## src/rtl/mem_store_scheduler.sv

```systemverilog
// mem_store_scheduler: round-robin store arbiter onto a single BRAM write
// port, with a signed outstanding-store counter and a start/run/drain/end
// FSM that signals memory completion.
module mem_store_scheduler #(
  parameter int NUM_CONTROLS = 1,
  parameter int NUM_STORES   = 2,
  parameter int DATA_TYPE    = 32,
  parameter int ADDR_TYPE    = 32
) (
  input  logic                             clk,
  input  logic                             rst,
  input  logic                             memStart_valid,
  output logic                             memStart_ready,
  output logic                             memEnd_valid,
  input  logic                             memEnd_ready,
  input  logic                             ctrlEnd_valid,
  output logic                             ctrlEnd_ready,
  input  logic [NUM_CONTROLS*32-1:0]       ctrl,
  input  logic [NUM_CONTROLS-1:0]          ctrl_valid,
  output logic [NUM_CONTROLS-1:0]          ctrl_ready,
  input  logic [NUM_STORES*ADDR_TYPE-1:0]  stAddr,
  input  logic [NUM_STORES*DATA_TYPE-1:0]  stData,
  input  logic [NUM_STORES-1:0]            stAddr_valid,
  input  logic [NUM_STORES-1:0]            stData_valid,
  output logic [NUM_STORES-1:0]            stAddr_ready,
  output logic [NUM_STORES-1:0]            stData_ready,
  output logic                             storeEn,
  output logic [ADDR_TYPE-1:0]             storeAddr,
  output logic [DATA_TYPE-1:0]             storeData
);

  localparam int unsigned NS    = NUM_STORES;
  localparam int unsigned IDX_W = (NUM_STORES > 1) ? $clog2(NUM_STORES) : 1;

  typedef enum logic [1:0] {
    IDLE  = 2'd0,
    RUN   = 2'd1,
    DRAIN = 2'd2,
    END   = 2'd3
  } state_t;

  state_t                state_q, state_d;
  logic                  memStart_ready_q, memStart_ready_d;
  logic                  memEnd_valid_q, memEnd_valid_d;
  logic                  ctrlEnd_ready_q, ctrlEnd_ready_d;
  logic [IDX_W-1:0]      last_q, last_d;
  logic                  storeEn_q, storeEn_d;
  logic [ADDR_TYPE-1:0]  storeAddr_q, storeAddr_d;
  logic [DATA_TYPE-1:0]  storeData_q, storeData_d;
  logic signed [31:0]    pending_q, pending_d;

  logic [NUM_STORES-1:0] eligible;
  logic [NUM_STORES-1:0] grant;
  logic                  grant_any;
  logic [IDX_W-1:0]      grant_idx;
  logic                  accept;
  logic                  all_done;
  logic [31:0]           ctrl_sum;
  int unsigned           cand;

  assign ctrl_ready     = '1;
  assign memStart_ready = memStart_ready_q;
  assign memEnd_valid   = memEnd_valid_q;
  assign ctrlEnd_ready  = ctrlEnd_ready_q;
  assign stAddr_ready   = grant;
  assign stData_ready   = grant;
  assign storeEn        = storeEn_q;
  assign storeAddr      = storeAddr_q;
  assign storeData      = storeData_q;

  assign eligible = stAddr_valid & stData_valid;
  assign accept   = (state_q == RUN) || (state_q == DRAIN);
  assign all_done = (pending_q == 32'sd0) && (ctrl_valid == '0) && !storeEn_q;

  // Round-robin search starting one past the last granted port.
  always_comb begin
    grant     = '0;
    grant_any = 1'b0;
    grant_idx = '0;
    cand      = 0;
    if (accept) begin
      for (int unsigned k = 0; k < NS; k++) begin
        cand = (32'(last_q) + 1 + k) % NS;
        if (!grant_any && eligible[cand]) begin
          grant[cand] = 1'b1;
          grant_any   = 1'b1;
          grant_idx   = IDX_W'(cand);
        end
      end
    end
  end

  // Next values for the write port, arbitration pointer and pending count.
  always_comb begin
    ctrl_sum = '0;
    for (int unsigned k = 0; k < NUM_CONTROLS; k++) begin
      if (ctrl_valid[k]) ctrl_sum = ctrl_sum + ctrl[k*32 +: 32];
    end
    pending_d   = pending_q + $signed(ctrl_sum) - (grant_any ? 32'sd1 : 32'sd0);
    last_d      = grant_any ? grant_idx : last_q;
    storeEn_d   = grant_any;
    storeAddr_d = grant_any ? stAddr[grant_idx*ADDR_TYPE +: ADDR_TYPE] : storeAddr_q;
    storeData_d = grant_any ? stData[grant_idx*DATA_TYPE +: DATA_TYPE] : storeData_q;
  end

  // FSM next state; handshake outputs are decoded from the next state so
  // they are registered alongside it.
  always_comb begin
    state_d = state_q;
    case (state_q)
      IDLE:    if (memStart_valid) state_d = RUN;
      RUN:     if (ctrlEnd_valid)  state_d = DRAIN;
      DRAIN:   if (all_done)       state_d = END;
      END:     if (memEnd_ready)   state_d = IDLE;
      default: state_d = IDLE;
    endcase
    memStart_ready_d = (state_d == IDLE);
    ctrlEnd_ready_d  = (state_d == RUN);
    memEnd_valid_d   = (state_d == END);
  end

  // All state, with synchronous active-low reset.
  always_ff @(posedge clk) begin
    if (!rst) begin
      state_q          <= IDLE;
      memStart_ready_q <= 1'b1;
      memEnd_valid_q   <= 1'b0;
      ctrlEnd_ready_q  <= 1'b0;
      last_q           <= IDX_W'(NUM_STORES - 1);
      storeEn_q        <= 1'b0;
      storeAddr_q      <= '0;
      storeData_q      <= '0;
      pending_q        <= '0;
    end else begin
      state_q          <= state_d;
      memStart_ready_q <= memStart_ready_d;
      memEnd_valid_q   <= memEnd_valid_d;
      ctrlEnd_ready_q  <= ctrlEnd_ready_d;
      last_q           <= last_d;
      storeEn_q        <= storeEn_d;
      storeAddr_q      <= storeAddr_d;
      storeData_q      <= storeData_d;
      pending_q        <= pending_d;
    end
  end

endmodule

```

## config.mk

```make
export PLATFORM = sky130hd
export DESIGN_NAME = mem_store_scheduler
export DESIGN_NICKNAME = d
export VERILOG_FILES = /design/src/rtl/mem_store_scheduler.sv
export SDC_FILE = /design/constraint.sdc
export NUM_CORES = 1
export LEC_CHECK = 0
export ABC_CLOCK_PERIOD_IN_PS = 8800
export BUFFER_PORTS_ARGS = -buffer_cell sky130_fd_sc_hd__clkbuf_2
export CORE_ASPECT_RATIO = 1.2
export CORE_MARGIN = 3
export CORE_UTILIZATION = 35
export CTS_CLUSTER_DIAMETER = 150
export CTS_CLUSTER_SIZE = 25
export DETAILED_ROUTE_END_ITERATION = 8
export PLACE_DENSITY = 0.67
export SYNTH_ARGS = -nofsm -noshare
export SYNTH_HDL_FRONTEND = slang
export SYNTH_SLANG_ARGS = --single-unit
```

## constraint.sdc

```tcl
create_clock -name clk -period 8.8 [get_ports clk]
set_input_delay 0.88 -clock clk [delete_from_list [all_inputs] [get_ports clk]]
set_output_delay 0.88 -clock clk [all_outputs]
set_load 0.02 [all_outputs]
```

==> impl_metrics.toml, run 1 <==
[grt]
overflow = 0
grt_max_degree = 73
grt_pass1_wl_mm = 31.0
grt_pass1_vias = 6103
grt_use_total_pct = 18.6
antenna_found_initial = 0

[timing]
fin_crit_ns = 3.94
fin_tns_setup_ns = 0
rsz0062_at_grt = "false"
slew_violations = 0
fin_crit_sh_pct = 44.8
fmax_mhz = 253
fin_skew_ns = 0.0107
hold_violations = 0
relSlewSlack_pct = 33.6
setup_viol = 0
tightest_slew_ns = 0.996

[floorplan]
die_width_um = 133
core_area_um2 = 18900
ioPinCount = 243
die-area_um2 = 21100
start_util_pct = 35.9
num_rows = 55
die_h_um = 159

[worst_hold_path]
min_path_type = "flop to flop"
holdPathStages = 2

[synth]
syn_inst = 831
ys_seq_area_share_pct = 30.4
synth.area.top_cells = "dfxtp_1 30%, ha_1 12%, mux2i_1 9.9%, a211oi_1 7.5%, nor2_1 5.9%"
synth_area_um2 = 6790
synth_edf_count = 0
synth_cell_types = 67
synth_ff_type = "dfxtp_1"
synth-seq-cells = 103
avgSynthCellArea_um2 = 8.17
async_flop_share_pct = 0
yosys_warnings = 0
yosysTopAreaCell = "dfxtp_1"
synth_top_area_share_pct = 30.4
syn_nets = 1068

[power]
ir_drop_mv = 0.197
p_leak_nw = 3.90
power_density_nw_per_um2 = 388

[clock_tree]
ctsResizeCount = 0
clock_path_buffers = 2
numCtsBuffers = 9
post_cts_buffers = 0
root_buffer = "clkbuf_16"
clock_sinks = 103
htree_levels = 3
hold_buffers = 0
cts_tree = "done"
clk_pin_slew_ns = 0.08
clock_latency_ns = 0.36

[drt]
first_pass_iters = 5
drt-initial-drc-count = 289
drc = 0
avgRoutedWirePerCell_um = 15.4
wirelength_mm = 20.1
via_per_inst = 4.96
via_count = 6461
ant_nets = 0

[cells_and_area]
stdcell_count = 1302
drive_gt1_share_pct = 27.2
area_growth_pct = 24.7
n_antenna_cell = 0
layout_common_cells = "241 x clkbuf_2, 106 x nor2_1, 103 x dfxtp_1"
final_common_cell = "clkbuf_2"
fillCellCount = 1914
nets = 1278

[job]
maxCapViolations = 0

[worst_setup_path]
path_cells = "inv_1, ha_1, a21boi_4, buf_4, ha_1, inv_1, ha_1, fa_1, a21o_1, a221o_2, a21oi_4, o41ai_2, a21oi_1, mux2i_1"
crit_path_frequent_cell = "ha_1"
cp-end-kind = "flop"
crit_fanout = 60
timing.critical_path.from_type = "flop"
critPathSlowestCell = "buf_4"
crit_cells = 14
crit_type = "flop to flop"
rr_worst_depth = 14
worst_ep_arrival_time_ns = 4.23
path_buf_inv = 3
crit_family = "compound AO/OA/AOI/OAI gates"
cpPeakStageDelay_ns = 0.47
cp.required_ns = 9.09

[placed_design]
gp_congestion = 0.927
placed_cells = 1286
dpl.hpwl_mm = 16.4
port_buffers = 241

[run_status]
outcome = "finished clean"
==> report_power, final <==
part	leakage [nW]	total [mW]	switching, mW	internal, mW
Combinational	2.90	2.10	1.29	0.807
Clock	0.151	0.417	0.212	0.205
Sequential	0.849	0.775	0.110	0.665
Total	3.90	3.29	1.61	1.68
==> worst min-delay path: cells and delay by family (launching register included) <==
family	cells	cell delay [ns]
compound gates	1	0.05
simple gates	1	0.09
flops	1	0.31
==> cell type report <==
| cell class | instances | area, µm² | share of cell area [%] |
|---|---|---|---|
| well taps | 256 | 320 | 3.78 |
| multi-input cells | 580 | 4150 | 49.1 |
| flip-flops and latches | 103 | 2060 | 24.4 |
| inverters | 102 | 383 | 4.52 |
| repair buffers | 245 | 1240 | 14.6 |
| clock inverters | 7 | 86.3 | 1.02 |
| clock buffers | 9 | 225 | 2.66 |
==> kinds of logic (layout without fill, tap and decap cells) <==
| family | after synthesis | in the layout | share of synthesized area, % |
|---|---|---|---|
| buffers and inverters | 148 | 363 | 8.84 |
| multiplexers | 67 | 67 | 9.88 |
| XOR/XNOR | 22 | 22 | 2.84 |
| flip-flops | 103 | 103 | 30.4 |
| AO/OA/AOI/OAI | 178 | 178 | 19.3 |
| AND/OR/NAND/NOR | 245 | 245 | 16.3 |
| adder cells (fa/ha/maj) | 67 | 67 | 12.5 |
| other | 1 | 1 | 0.0552 |
==> synth_stat cells (3+ instances only) <==
cell type,number
nor2_1,106
dfxtp_1,103
inv_1,102
a211oi_1,68
mux2i_1,67
nand2_1,67
ha_1,66
a21oi_1,34
clkbuf_1,25
o21ai_0,19
xnor2_1,14
nand3_1,12
nand4_1,10
nor3_1,10
nor4_1,10
xor2_1,8
and2_1,7
buf_2,7
buf_4,7
a21o_1,6
o211ai_1,5
o21bai_1,5
and3_1,4
buf_1,4
o21a_1,4
a221oi_1,3
a31oi_1,3
nand2b_1,3
nor2b_1,3
nor3_2,3
o21ai_1,3
==> through the flow <==
stage                     total power [mW]  utilization, %  worst slack [ns]  area, µm²  hold slack (ns)
final                                 3.29            44.7              4.86       8470            0.499
after global routing                  3.59            44.7              4.64       8470            0.523
after CTS                             3.30            44.7              4.87       8470            0.504
after detailed placement              2.87            43.1              4.73       8160            0.492
after global placement                2.85            43.1              4.75       8160            0.486
after floorplan                       2.34               -              4.87       6790            0.539
==> registers in the layout (all words and copies together), names as in the netlist <==
name / flops
ctrlEnd_ready: 1
last_q: 1
memEnd_valid: 1
memStart_ready: 1
pending_q: 32
state_q: 2
storeAddr: 32
storeData: 32
storeEn: 1
==> metal layers <==
layer | vias to the layer above | global-route usage [%] | routed length [µm]
met5 | - | 0 | 0
met4 | 0 | 8.72 | 776
met3 | 43 | 3.92 | 1410
met2 | 246 | 32.7 | 9930
met1 | 2857 | 21.7 | 7990
li1 | 3315 | - | -
==> path summary, 6_finish.rpt <==
check / start / to / slack, ns
min reg2reg: storeAddr[9] / storeAddr[9] / 0.50
max: state_q[0] / pending_q[28] / 4.86
max reg2reg: state_q[0] / pending_q[28] / 4.86
min: storeAddr[9] / storeAddr[9] / 0.50
(Power assumes the default switching activity.)
==> run 2, diff against run 1 <==
ABC_AREA = 1   (was not set)
ABC_CLOCK_PERIOD_IN_PS = 3700   (was 8800)
PLACE_DENSITY = 0.66   (was 0.67)
clock period = 3.7 ns   (was 8.8 ns; I/O delays follow)
==> run 2 against run 1 <==
Net effect: worst setup slack got worse by 4.3 ns; design area rose by 4.3%; combinational power rose by 85%; routed wire length rose by 18%; sequential power rose by 83%; utilization fell by 0.21 points; critical path depth rose by 3; flip-flop and latch count did not move; clock skew fell by 0.0011 ns; non-clock buffer count fell by 1; via count rose by 19%; first-iteration DRC count rose by 70%; highest routed layer unchanged.
==> impl_metrics.toml, run 2 <==
[synth]
yosysTopAreaCell = "dfxtp_1"
synthAdderAreaFrac_pct = 11.8
synth_common_cells = "255 x nand2_1, 210 x inv_1, 139 x nor2_1, 121 x o21ai_0, 103 x dfxtp_1"
synth_top_area_share_pct = 28.8
synthSimpleGateAreaFrac_pct = 31.0
syn_inst = 1151
synth_cell_types = 32
synth_xor_area_share_pct = 0.366
syn_nets = 1388
yosys_warnings = 0
synth_area_um2 = 7170
synth_edf_count = 0
synth.area.top_cells = "dfxtp_1 29%, nand2_1 13%, ha_1 12%, inv_1 11%, o21ai_0 8.4%"
synthMuxAreaShare_pct = 0
async_flop_share_pct = 0
synth_compound_area_share_pct = 13.7
synth_most_common_cell = "nand2_1"
synth-seq-cells = 103
synth_ff_type = "dfxtp_1"
ys_seq_area_share_pct = 28.8
synth_top_family_by_area = "simple AND/OR/NAND/NOR gates"
avgSynthCellArea_um2 = 6.23

[timing]
hold_violations = 0
relSlewSlack_pct = 25.7
fmax_mhz = 314
slew_violations = 0
fin_crit_ns = 3.19
fin_crit_sh_pct = 86.1
rsz0062_at_grt = "false"
whs_ns = 0.252
fin_tns_setup_ns = 0
fin_skew_ns = 0.00955
finalWorstSetupSlack_ns = 0.513
tightest_slew_ns = 1.11
setup_viol = 0

[power]
combPwrFrac_pct = 61.1
power_switching_share_pct = 50.4
seqPwrFrac_pct = 22.3
p_clk_share_pct = 16.6
switching_power_mw = 3.20
ir_drop_mv = 0.283
intPower_mw = 3.15
power_density_nw_per_um2 = 720
p_leak_nw = 4.91

[clock_tree]
clock_path_buffers = 2
clock_sinks = 103
htree_levels = 3
hold_buffers = 0
clk_pin_slew_ns = 0.08
clock_latency_ns = 0.37
numCtsBuffers = 9
root_buffer = "clkbuf_16"
post_cts_buffers = 0
cts_tree = "done"
ctsResizeCount = 0

[floorplan]
ioPinCount = 243
die-area_um2 = 22300
num_rows = 56
die_h_um = 163
die_width_um = 137
core_area_um2 = 19800
start_util_pct = 36.2

[placed_design]
place_ws_ns = 0.525
dpl.hpwl_mm = 18.7
port_buffers = 241
gp_congestion = 0.969

[cells_and_area]
n_antenna_cell = 0
final_common_cell = "nand2_1"
area_growth_pct = 23.1
final-seq-area_um2 = 2060
layout_common_cells = "255 x nand2_1, 240 x clkbuf_2, 208 x inv_1"
nets = 1599
multiInputGateArea_um2 = 4080
final_util_pct = 44.5
fillCellCount = 2149
drive_gt1_share_pct = 21.1

[worst_setup_path]
timing.critical_path.from_type = "flop"
crit_type = "flop to flop"
cp.required_ns = 4.00
cp-end-kind = "flop"
crit_fanout = 4
worst_ep_arrival_time_ns = 3.49

[drt]
drt-initial-drc-count = 491
via_count = 7720
drc = 0
avgRoutedWirePerCell_um = 14.6
ant_nets = 0
first_pass_iters = 5
via_per_inst = 4.74
wirelength_mm = 23.8

[grt]
grt_max_degree = 95
antenna_found_initial = 0
grt_pass1_wl_mm = 37.2
overflow = 0
grt_use_total_pct = 21.2
grt_pass1_vias = 7335

[job]
maxCapViolations = 0

[worst_hold_path]
min_path_type = "input port to flop"

[run_status]
outcome = "finished clean"
[run 2: final cells by class]
type	count	area share [%]
multi-input combinational	789	46.3
inverter	215	9.14
timing repair buffer	244	13.9
clock buffer	9	2.55
tap	261	3.70
clock inverter	7	1.09
sequential	103	23.4
[run 2: layer usage]
layer / GRT usage [%] / part of all wire, % / vias to the layer above
li1: - / - / 4034
met1: 24.8 / 39 / 3343
met2: 37.1 / 50 / 301
met3: 5.16 / 8.0 / 42
met4: 7.93 / 2.9 / 0
met5: 0 / 0 / -
[run 2: cells by family (layout without fill, tap and decap cells)]
group | Yosys count | in the layout
adder cells (fa/ha/maj) | 67 | 67
buffers and inverters | 259 | 475
XOR/XNOR | 3 | 3
AND/OR/NAND/NOR | 529 | 529
other | 1 | 1
flip-flops | 103 | 103
AO/OA/AOI/OAI | 189 | 189
[run 2: power by group through the flow]
| stage | Clock [mW] | Sequential (mW) | Combinational [mW] |
|---|---|---|---|
| after floorplan | 0 | 1.48 | 2.78 |
| after global placement | 0 | 1.44 | 3.81 |
| after detailed placement | 0 | 1.44 | 3.84 |
| after CTS | 1.08 | 1.42 | 3.86 |
| after global routing | 1.12 | 1.44 | 4.45 |
| final | 1.06 | 1.42 | 3.88 |
[run 2: worst paths after layout]
check                 from       endpoint  slack [ns]  depth (start not counted)
min reg2reg  storeData[22]  storeData[22]        0.48                          2
min             stData[54]  storeData[22]        0.25                          3
max reg2reg     state_q[0]  pending_q[24]        0.51                         17
max             state_q[0]  pending_q[24]        0.51                         17
[run 2: through the flow]
stage	cells	cell area, µm²	total power, mW
global route	1628	8830	7.02
detailed placement	1612	8510	5.28
CTS	1628	8830	6.36
finish	1628	8830	6.36
floorplan	1151	7170	4.26
global placement	1612	8510	5.25
[run 2: worst max-delay path, stage by stage (launching register included)]
cell and delay (ns):
dfxtp_1 0.40, inv_1 0.10, ha_1 0.32, nand2_1 0.14, nand2_1 0.15, ha_1 0.31, inv_1 0.04, ha_1 0.23
fa_1 0.46, nand3_1 0.11, nand3_1 0.18, nand2_1 0.12, nand2_1 0.14, nand3_1 0.15, nand3_1 0.10, nand2_1 0.06
inv_1 0.04, nor2_1 0.09
